[src/rtl/axi4lite_responder.sv]
// AXI4-Lite subordinate that turns each AXI transaction into a level-handshaked
// local register request (wr/wrDone, rd/rdDone); write and read paths run independently.
module axi4lite_responder #(
   parameter int C_S_AXI_ADDR_WIDTH = 14,
   parameter int C_S_AXI_DATA_WIDTH = 32,
   parameter int TIMEOUT_CYCLES     = 256
) (
   input  logic                              S_AXI_ACLK,
   input  logic                              S_AXI_ARESET,
   input  logic [C_S_AXI_ADDR_WIDTH-1:0]     S_AXI_AWADDR,
   input  logic                              S_AXI_AWVALID,
   output logic                              S_AXI_AWREADY,
   input  logic [C_S_AXI_DATA_WIDTH-1:0]     S_AXI_WDATA,
   input  logic [C_S_AXI_DATA_WIDTH/8-1:0]   S_AXI_WSTRB,
   input  logic                              S_AXI_WVALID,
   output logic                              S_AXI_WREADY,
   output logic [1:0]                        S_AXI_BRESP,
   output logic                              S_AXI_BVALID,
   input  logic                              S_AXI_BREADY,
   input  logic [C_S_AXI_ADDR_WIDTH-1:0]     S_AXI_ARADDR,
   input  logic                              S_AXI_ARVALID,
   output logic                              S_AXI_ARREADY,
   output logic [C_S_AXI_DATA_WIDTH-1:0]     S_AXI_RDATA,
   output logic [1:0]                        S_AXI_RRESP,
   output logic                              S_AXI_RVALID,
   input  logic                              S_AXI_RREADY,
   output logic [C_S_AXI_ADDR_WIDTH-1:0]     wrAddr,
   output logic [C_S_AXI_DATA_WIDTH-1:0]     wrData,
   output logic [C_S_AXI_DATA_WIDTH/8-1:0]   wrStrb,
   output logic                              wr,
   input  logic                              wrDone,
   output logic [C_S_AXI_ADDR_WIDTH-1:0]     rdAddr,
   output logic                              rd,
   input  logic [C_S_AXI_DATA_WIDTH-1:0]     rdData,
   input  logic                              rdDone
);

   localparam int STRB_W = C_S_AXI_DATA_WIDTH / 8;
   localparam int CNT_W  = (TIMEOUT_CYCLES > 0) ? $clog2(TIMEOUT_CYCLES + 1) : 1;
   localparam logic [CNT_W-1:0] CNT_LIMIT = CNT_W'(TIMEOUT_CYCLES);
   localparam logic [CNT_W-1:0] CNT_ONE   = CNT_W'(1);
   localparam logic [1:0] RESP_OKAY   = 2'b00;
   localparam logic [1:0] RESP_SLVERR = 2'b10;

   typedef enum logic [1:0] {W_IDLE, W_REQ, W_RESP} w_state_t;
   typedef enum logic [1:0] {R_IDLE, R_REQ, R_RESP} r_state_t;

   // ---------------- write path ----------------
   w_state_t                      w_state_reg;
   logic                          aw_held_reg, w_held_reg;
   logic                          awready_reg, wready_reg, bvalid_reg;
   logic [1:0]                    bresp_reg;
   logic [C_S_AXI_ADDR_WIDTH-1:0] wr_addr_reg;
   logic [C_S_AXI_DATA_WIDTH-1:0] wr_data_reg;
   logic [STRB_W-1:0]             wr_strb_reg;
   logic                          wr_reg;
   logic [CNT_W-1:0]              w_cnt_reg;

   logic aw_fire, w_fire, aw_have, w_have, w_timeout;

   // Ready is only ever high in W_IDLE, so a fire implies the idle state.
   assign aw_fire   = S_AXI_AWVALID & awready_reg;
   assign w_fire    = S_AXI_WVALID & wready_reg;
   assign aw_have   = aw_held_reg | aw_fire;
   assign w_have    = w_held_reg | w_fire;
   assign w_timeout = (TIMEOUT_CYCLES != 0) && (w_cnt_reg == CNT_LIMIT);

   always_ff @(posedge S_AXI_ACLK or posedge S_AXI_ARESET) begin
      if (S_AXI_ARESET) begin
         w_state_reg <= W_IDLE;
         aw_held_reg <= 1'b0;
         w_held_reg  <= 1'b0;
         awready_reg <= 1'b0;
         wready_reg  <= 1'b0;
         bvalid_reg  <= 1'b0;
         bresp_reg   <= RESP_OKAY;
         wr_addr_reg <= '0;
         wr_data_reg <= '0;
         wr_strb_reg <= '0;
         wr_reg      <= 1'b0;
         w_cnt_reg   <= '0;
      end else begin
         case (w_state_reg)
            W_IDLE: begin
               if (aw_fire) wr_addr_reg <= S_AXI_AWADDR;
               if (w_fire) begin
                  wr_data_reg <= S_AXI_WDATA;
                  wr_strb_reg <= S_AXI_WSTRB;
               end
               if (aw_have && w_have) begin
                  w_state_reg <= W_REQ;
                  wr_reg      <= 1'b1;
                  w_cnt_reg   <= '0;
                  aw_held_reg <= 1'b0;
                  w_held_reg  <= 1'b0;
                  awready_reg <= 1'b0;
                  wready_reg  <= 1'b0;
               end else begin
                  // Each channel is accepted once; its ready stays low until the pair completes.
                  aw_held_reg <= aw_have;
                  w_held_reg  <= w_have;
                  awready_reg <= ~aw_have;
                  wready_reg  <= ~w_have;
               end
            end
            W_REQ: begin
               if (wrDone) begin
                  wr_reg      <= 1'b0;
                  bvalid_reg  <= 1'b1;
                  bresp_reg   <= RESP_OKAY;
                  w_state_reg <= W_RESP;
               end else if (w_timeout) begin
                  wr_reg      <= 1'b0;
                  bvalid_reg  <= 1'b1;
                  bresp_reg   <= RESP_SLVERR;
                  w_state_reg <= W_RESP;
               end else if (w_cnt_reg != CNT_LIMIT) begin
                  w_cnt_reg <= w_cnt_reg + CNT_ONE;
               end
            end
            W_RESP: begin
               if (S_AXI_BREADY) begin
                  bvalid_reg  <= 1'b0;
                  awready_reg <= 1'b1;
                  wready_reg  <= 1'b1;
                  w_state_reg <= W_IDLE;
               end
            end
            default: w_state_reg <= W_IDLE;
         endcase
      end
   end

   // ---------------- read path ----------------
   r_state_t                      r_state_reg;
   logic                          arready_reg, rvalid_reg;
   logic [1:0]                    rresp_reg;
   logic [C_S_AXI_DATA_WIDTH-1:0] rdata_reg;
   logic [C_S_AXI_ADDR_WIDTH-1:0] rd_addr_reg;
   logic                          rd_reg;
   logic [CNT_W-1:0]              r_cnt_reg;

   logic ar_fire, r_timeout;

   assign ar_fire   = S_AXI_ARVALID & arready_reg;
   assign r_timeout = (TIMEOUT_CYCLES != 0) && (r_cnt_reg == CNT_LIMIT);

   always_ff @(posedge S_AXI_ACLK or posedge S_AXI_ARESET) begin
      if (S_AXI_ARESET) begin
         r_state_reg <= R_IDLE;
         arready_reg <= 1'b0;
         rvalid_reg  <= 1'b0;
         rresp_reg   <= RESP_OKAY;
         rdata_reg   <= '0;
         rd_addr_reg <= '0;
         rd_reg      <= 1'b0;
         r_cnt_reg   <= '0;
      end else begin
         case (r_state_reg)
            R_IDLE: begin
               if (ar_fire) begin
                  rd_addr_reg <= S_AXI_ARADDR;
                  rd_reg      <= 1'b1;
                  r_cnt_reg   <= '0;
                  arready_reg <= 1'b0;
                  r_state_reg <= R_REQ;
               end else begin
                  arready_reg <= 1'b1;
               end
            end
            R_REQ: begin
               if (rdDone) begin
                  rd_reg      <= 1'b0;
                  rvalid_reg  <= 1'b1;
                  rdata_reg   <= rdData;
                  rresp_reg   <= RESP_OKAY;
                  r_state_reg <= R_RESP;
               end else if (r_timeout) begin
                  rd_reg      <= 1'b0;
                  rvalid_reg  <= 1'b1;
                  rdata_reg   <= '0;
                  rresp_reg   <= RESP_SLVERR;
                  r_state_reg <= R_RESP;
               end else if (r_cnt_reg != CNT_LIMIT) begin
                  r_cnt_reg <= r_cnt_reg + CNT_ONE;
               end
            end
            R_RESP: begin
               if (S_AXI_RREADY) begin
                  rvalid_reg  <= 1'b0;
                  arready_reg <= 1'b1;
                  r_state_reg <= R_IDLE;
               end
            end
            default: r_state_reg <= R_IDLE;
         endcase
      end
   end

   assign S_AXI_AWREADY = awready_reg;
   assign S_AXI_WREADY  = wready_reg;
   assign S_AXI_BVALID  = bvalid_reg;
   assign S_AXI_BRESP   = bresp_reg;
   assign S_AXI_ARREADY = arready_reg;
   assign S_AXI_RVALID  = rvalid_reg;
   assign S_AXI_RRESP   = rresp_reg;
   assign S_AXI_RDATA   = rdata_reg;
   assign wrAddr        = wr_addr_reg;
   assign wrData        = wr_data_reg;
   assign wrStrb        = wr_strb_reg;
   assign wr            = wr_reg;
   assign rdAddr        = rd_addr_reg;
   assign rd            = rd_reg;

endmodule

[config.mk]
export PLATFORM = sky130hd
export DESIGN_NAME = axi4lite_responder
export DESIGN_NICKNAME = d
export VERILOG_FILES = /design/src/rtl/axi4lite_responder.sv
export SDC_FILE = /design/constraint.sdc
export NUM_CORES = 1
export LEC_CHECK = 0
export CORE_MARGIN = 5
export CORE_UTILIZATION = 50
export CTS_BUF_LIST = sky130_fd_sc_hd__clkbuf_4
export DETAILED_ROUTE_END_ITERATION = 8
export DONT_BUFFER_PORTS = 1
export GPL_TIMING_DRIVEN = 0
export PLACE_DENSITY = 0.73
export SLEW_MARGIN = 40
export SYNTH_ARGS = -nofsm -noshare
export SYNTH_HDL_FRONTEND = slang
export SYNTH_SLANG_ARGS = --single-unit
[constraint.sdc]
create_clock -name S_AXI_ACLK -period 5.24 [get_ports S_AXI_ACLK]
set_clock_uncertainty 0.15 [all_clocks]
set_input_delay 0.786 -clock S_AXI_ACLK [delete_from_list [all_inputs] [get_ports S_AXI_ACLK]]
set_output_delay 0.786 -clock S_AXI_ACLK [all_outputs]
set_load 0.03 [all_outputs]
==> flow_metrics.py <==
metrics = {
    "drt": {
        "wirelength_mm": 10.7,
        "drt-initial-drc-count": 112,
        "drtAntennaViolNets": 0,
        "post_drt_wl_per_cell_um": 19.8,
        "firstDrtPassIters": 4,
        "remaining_drc_errors": 0,
        "vias": 3087,
        "vias_per_cell": 5.70,
    },
    "clock_network": {
        "cts_buffer_depth": 2,
        "clkTransAtPathRegs_ns": 0.11,
        "cts_buffers": 17,
        "cts_sinks": 129,
        "insertion_delay_ns": 0.49,
        "ctsResizeCount": 0,
        "root_buffer": "clkbuf_4",
        "htreeDepth": 4,
        "cts_tree": "built",
    },
    "yosys": {
        "yosysTopAreaCell": "dfrtp_1",
        "synth.top_cell.area_share_pct": 61.9,
        "syn_area_per_cell_sq_um": 14.1,
        "synth_seq_area_share_pct": 61.9,
        "ys.flop_type": "dfrtp_1",
        "syn_area_sq_um": 5220,
        "yosys_warnings": 0,
        "synth_area_leaders": "dfrtp_1, mux2_2, a22o_1",
        "syn_inst": 370,
        "ys_seq_elements": 129,
        "ys_top_cells_by_count": "dfrtp_1, mux2_2, a22o_1",
        "synth_most_common_cell": "dfrtp_1",
        "synth_edf_count": 0,
        "async_flop_share_pct": 100,
        "ys_types": 52,
    },
    "finish": {
        "areaGrowthSynthToFinish_pct": 10.9,
        "layout-drive-gt1-share_pct": 30.6,
        "final_nets": 501,
        "stdcell_area_sq_um": 5780,
        "fin_util_pct": 56.5,
    },
    "pwr": {
        "internal_power_mw": 2.37,
        "vdd_drop_max_v": 0.000351,
        "pwr-share-seq_pct": 60.6,
        "pwr-share-comb_pct": 20.7,
        "sw_frac_of_total_pct": 44.7,
        "p_clk_share_pct": 18.7,
        "power_switching_mw": 1.92,
        "power.leakage_nw": 2.61,
        "power.density_nw_per_um2": 741,
    },
    "sta": {
        "relSlewSlack_pct": 52.6,
        "period_needed_ns": 2.21,
        "finalCritPeriodShare_pct": 42.2,
        "timing.final.ws_setup_ns": 3.03,
        "fmax_mhz": 452,
        "worstMarginPinSlew_ns": 0.707,
        "hold_viol": 0,
        "rsz0062_at_grt": "no",
        "report.final.slew_viol_count": 0,
        "setup_viol": 0,
    },
    "placed_design": {
        "portBuffers": 0,
        "routabilityCongestion": 0.791,
        "dpl-instance-area_sq_um": 5430,
        "dp_hpwl_mm": 7.95,
        "pre_cts_slack_ns": 2.79,
    },
    "setup_path": {
        "slowest_delay_ns": 0.56,
        "start_kind": "register",
        "critical_path.endpoint_type": "register",
        "path_max_fanout": 10,
        "cp_cell_sequence": "nand2_1, nor3_2, buf_2, mux2_1",
        "ff2ff_setup_slack_ns": 3.03,
        "crit_slowest_cell": "dfrtp_1",
        "path_delay_family": "simple AND/OR/NAND/NOR gates",
        "required_ns": 5.47,
        "crit_arrival_ns": 2.44,
        "timing_worst_setup_path_type": "reg -> reg",
        "path_buf_inv": 1,
    },
    "die": {
        "fp.dieW_um": 112,
        "die_h_um": 112,
        "core_area_sq_um": 10200,
        "pin_count": 212,
        "placementRows": 37,
        "start_util_pct": 51.0,
        "die_area_sq_um": 12600,
    },
    "grt": {
        "grt_start_max_net_pins": 69,
        "grt_pass1_wl_mm": 17.2,
        "grt_pass1_vias": 3253,
        "antenna_found_initial": 1,
        "grt.overflow.total": 0,
        "track_usage_pct": 16.9,
    },
    "worst_hold_path": {
        "hold_path.class": "in -> reg",
    },
    "run": {
        "drv_cap": 0,
    },
    "outcome": {
        "status": "finished, final reports clean",
    },
}
-- metal layers --
| layer | part of all wire, % | up-vias | global-route usage (%) |
|---|---|---|---|
| li1 | - | 1402 | - |
| met1 | 39 | 1531 | 20.5 |
| met2 | 52 | 141 | 28.4 |
| met3 | 7.4 | 13 | 5.39 |
| met4 | 1.7 | 0 | 6.33 |
| met5 | 0 | - | 0 |
-- layout make-up --
cell class	count	area, sq um
Antenna cell	1	2.50
Fill cell	831	4450
Tap cell	136	170
Multi-Input combinational cell	214	1840
Inverter	11	48.8
Clock buffer	18	135
Timing Repair Buffer	2	37.5
Buffer	17	114
Clock inverter	14	211
Sequential cell	129	3230
-- placed cells by master (no fill, tap or decap), types with 2 or more instances in the layout --
master,instances
a221o_1,2
inv_6,2
o32a_1,2
a22o_1,33
mux2_1,3
o21ai_0,9
a21o_1,3
and2_1,2
a211o_1,3
nand4_1,3
nor4b_2,2
nor2_1,6
or3_1,2
nor2b_1,2
nor3_1,6
buf_6,4
and3_1,8
mux2i_1,4
mux2_2,62
conb_1,2
clkbuf_4,18
clkinv_2,3
nand2_1,10
inv_1,9
o21a_1,6
buf_4,2
nand2b_1,5
o22a_1,2
ha_1,4
dfrtp_1,129
bufinv_16,5
clkinv_4,2
a21oi_1,9
nand3_1,4
buf_2,10
-- per-stage QoR --
| stage | hold slack [ns] | power (mW) | setup TNS (ns) | std cells |
|---|---|---|---|---|
| floorplan | 0.288 | 3.26 | 0 | 371 |
| global placement | 0.326 | 3.47 | -21.41 | 507 |
| detailed placement | 0.335 | 3.53 | 0 | 508 |
| CTS | 0.189 | 4.34 | 0 | 541 |
| global route | 0.181 | 4.52 | 0 | 542 |
| finish | 0.242 | 4.29 | 0 | 542 |
-- kinds of logic (layout without fill, tap and decap cells) --
kind of cell / after synthesis / after routing / share of synthesized area (%)
buf+inv: 28 / 62 / 2.97
flops: 129 / 129 / 61.9
simple gates: 61 / 61 / 7.39
mux: 69 / 69 / 14.8
compound gates: 78 / 78 / 11.9
other cells: 1 / 3 / 0.0719
fa+ha+maj: 4 / 4 / 0.960
-- worst paths after layout --
kind                                                start                           to  cells past startpoint
max in group asynchronous                    S_AXI_ARESET     r_cnt_reg[0]$_DFFE_PP0P_                      3
worst max-delay path            S_AXI_ARREADY$_DFFE_PP0P_        rdAddr[2]$_DFFE_PP0P_                      4
worst max register to register  S_AXI_ARREADY$_DFFE_PP0P_        rdAddr[2]$_DFFE_PP0P_                      4
min in group asynchronous                    S_AXI_ARESET  S_AXI_RDATA[18]$_DFFE_PP0P_                      2
worst min-delay path                         S_AXI_BREADY   w_state_reg[1]$_DFFE_PP0P_                      1
worst min register to register     w_held_reg$_DFFE_PP0N_       w_held_reg$_DFFE_PP0N_                      1
-- worst reg2reg max path: stages (launching register included) --
cell and delay [ns]:
dfrtp_1 0.56, nand2_1 0.12, nor3_2 0.56, buf_2 0.36
mux2_1 0.36
-- power by group through the flow --
stage	registers (mW)	clock network (mW)	logic, mW
floorplan	2.50	0	0.759
global placement	2.62	0	0.852
detailed placement	2.63	0	0.901
CTS	2.61	0.823	0.903
global route	2.66	0.875	0.993
finish	2.60	0.801	0.887
-- timing repair --
action / 4_1_cts / 5_1_grt
buffers inserted: 0 / 0
hold buffers: 1 / 0
hold endpoints to repair: 59 / 0
(Power assumes the default switching activity.)
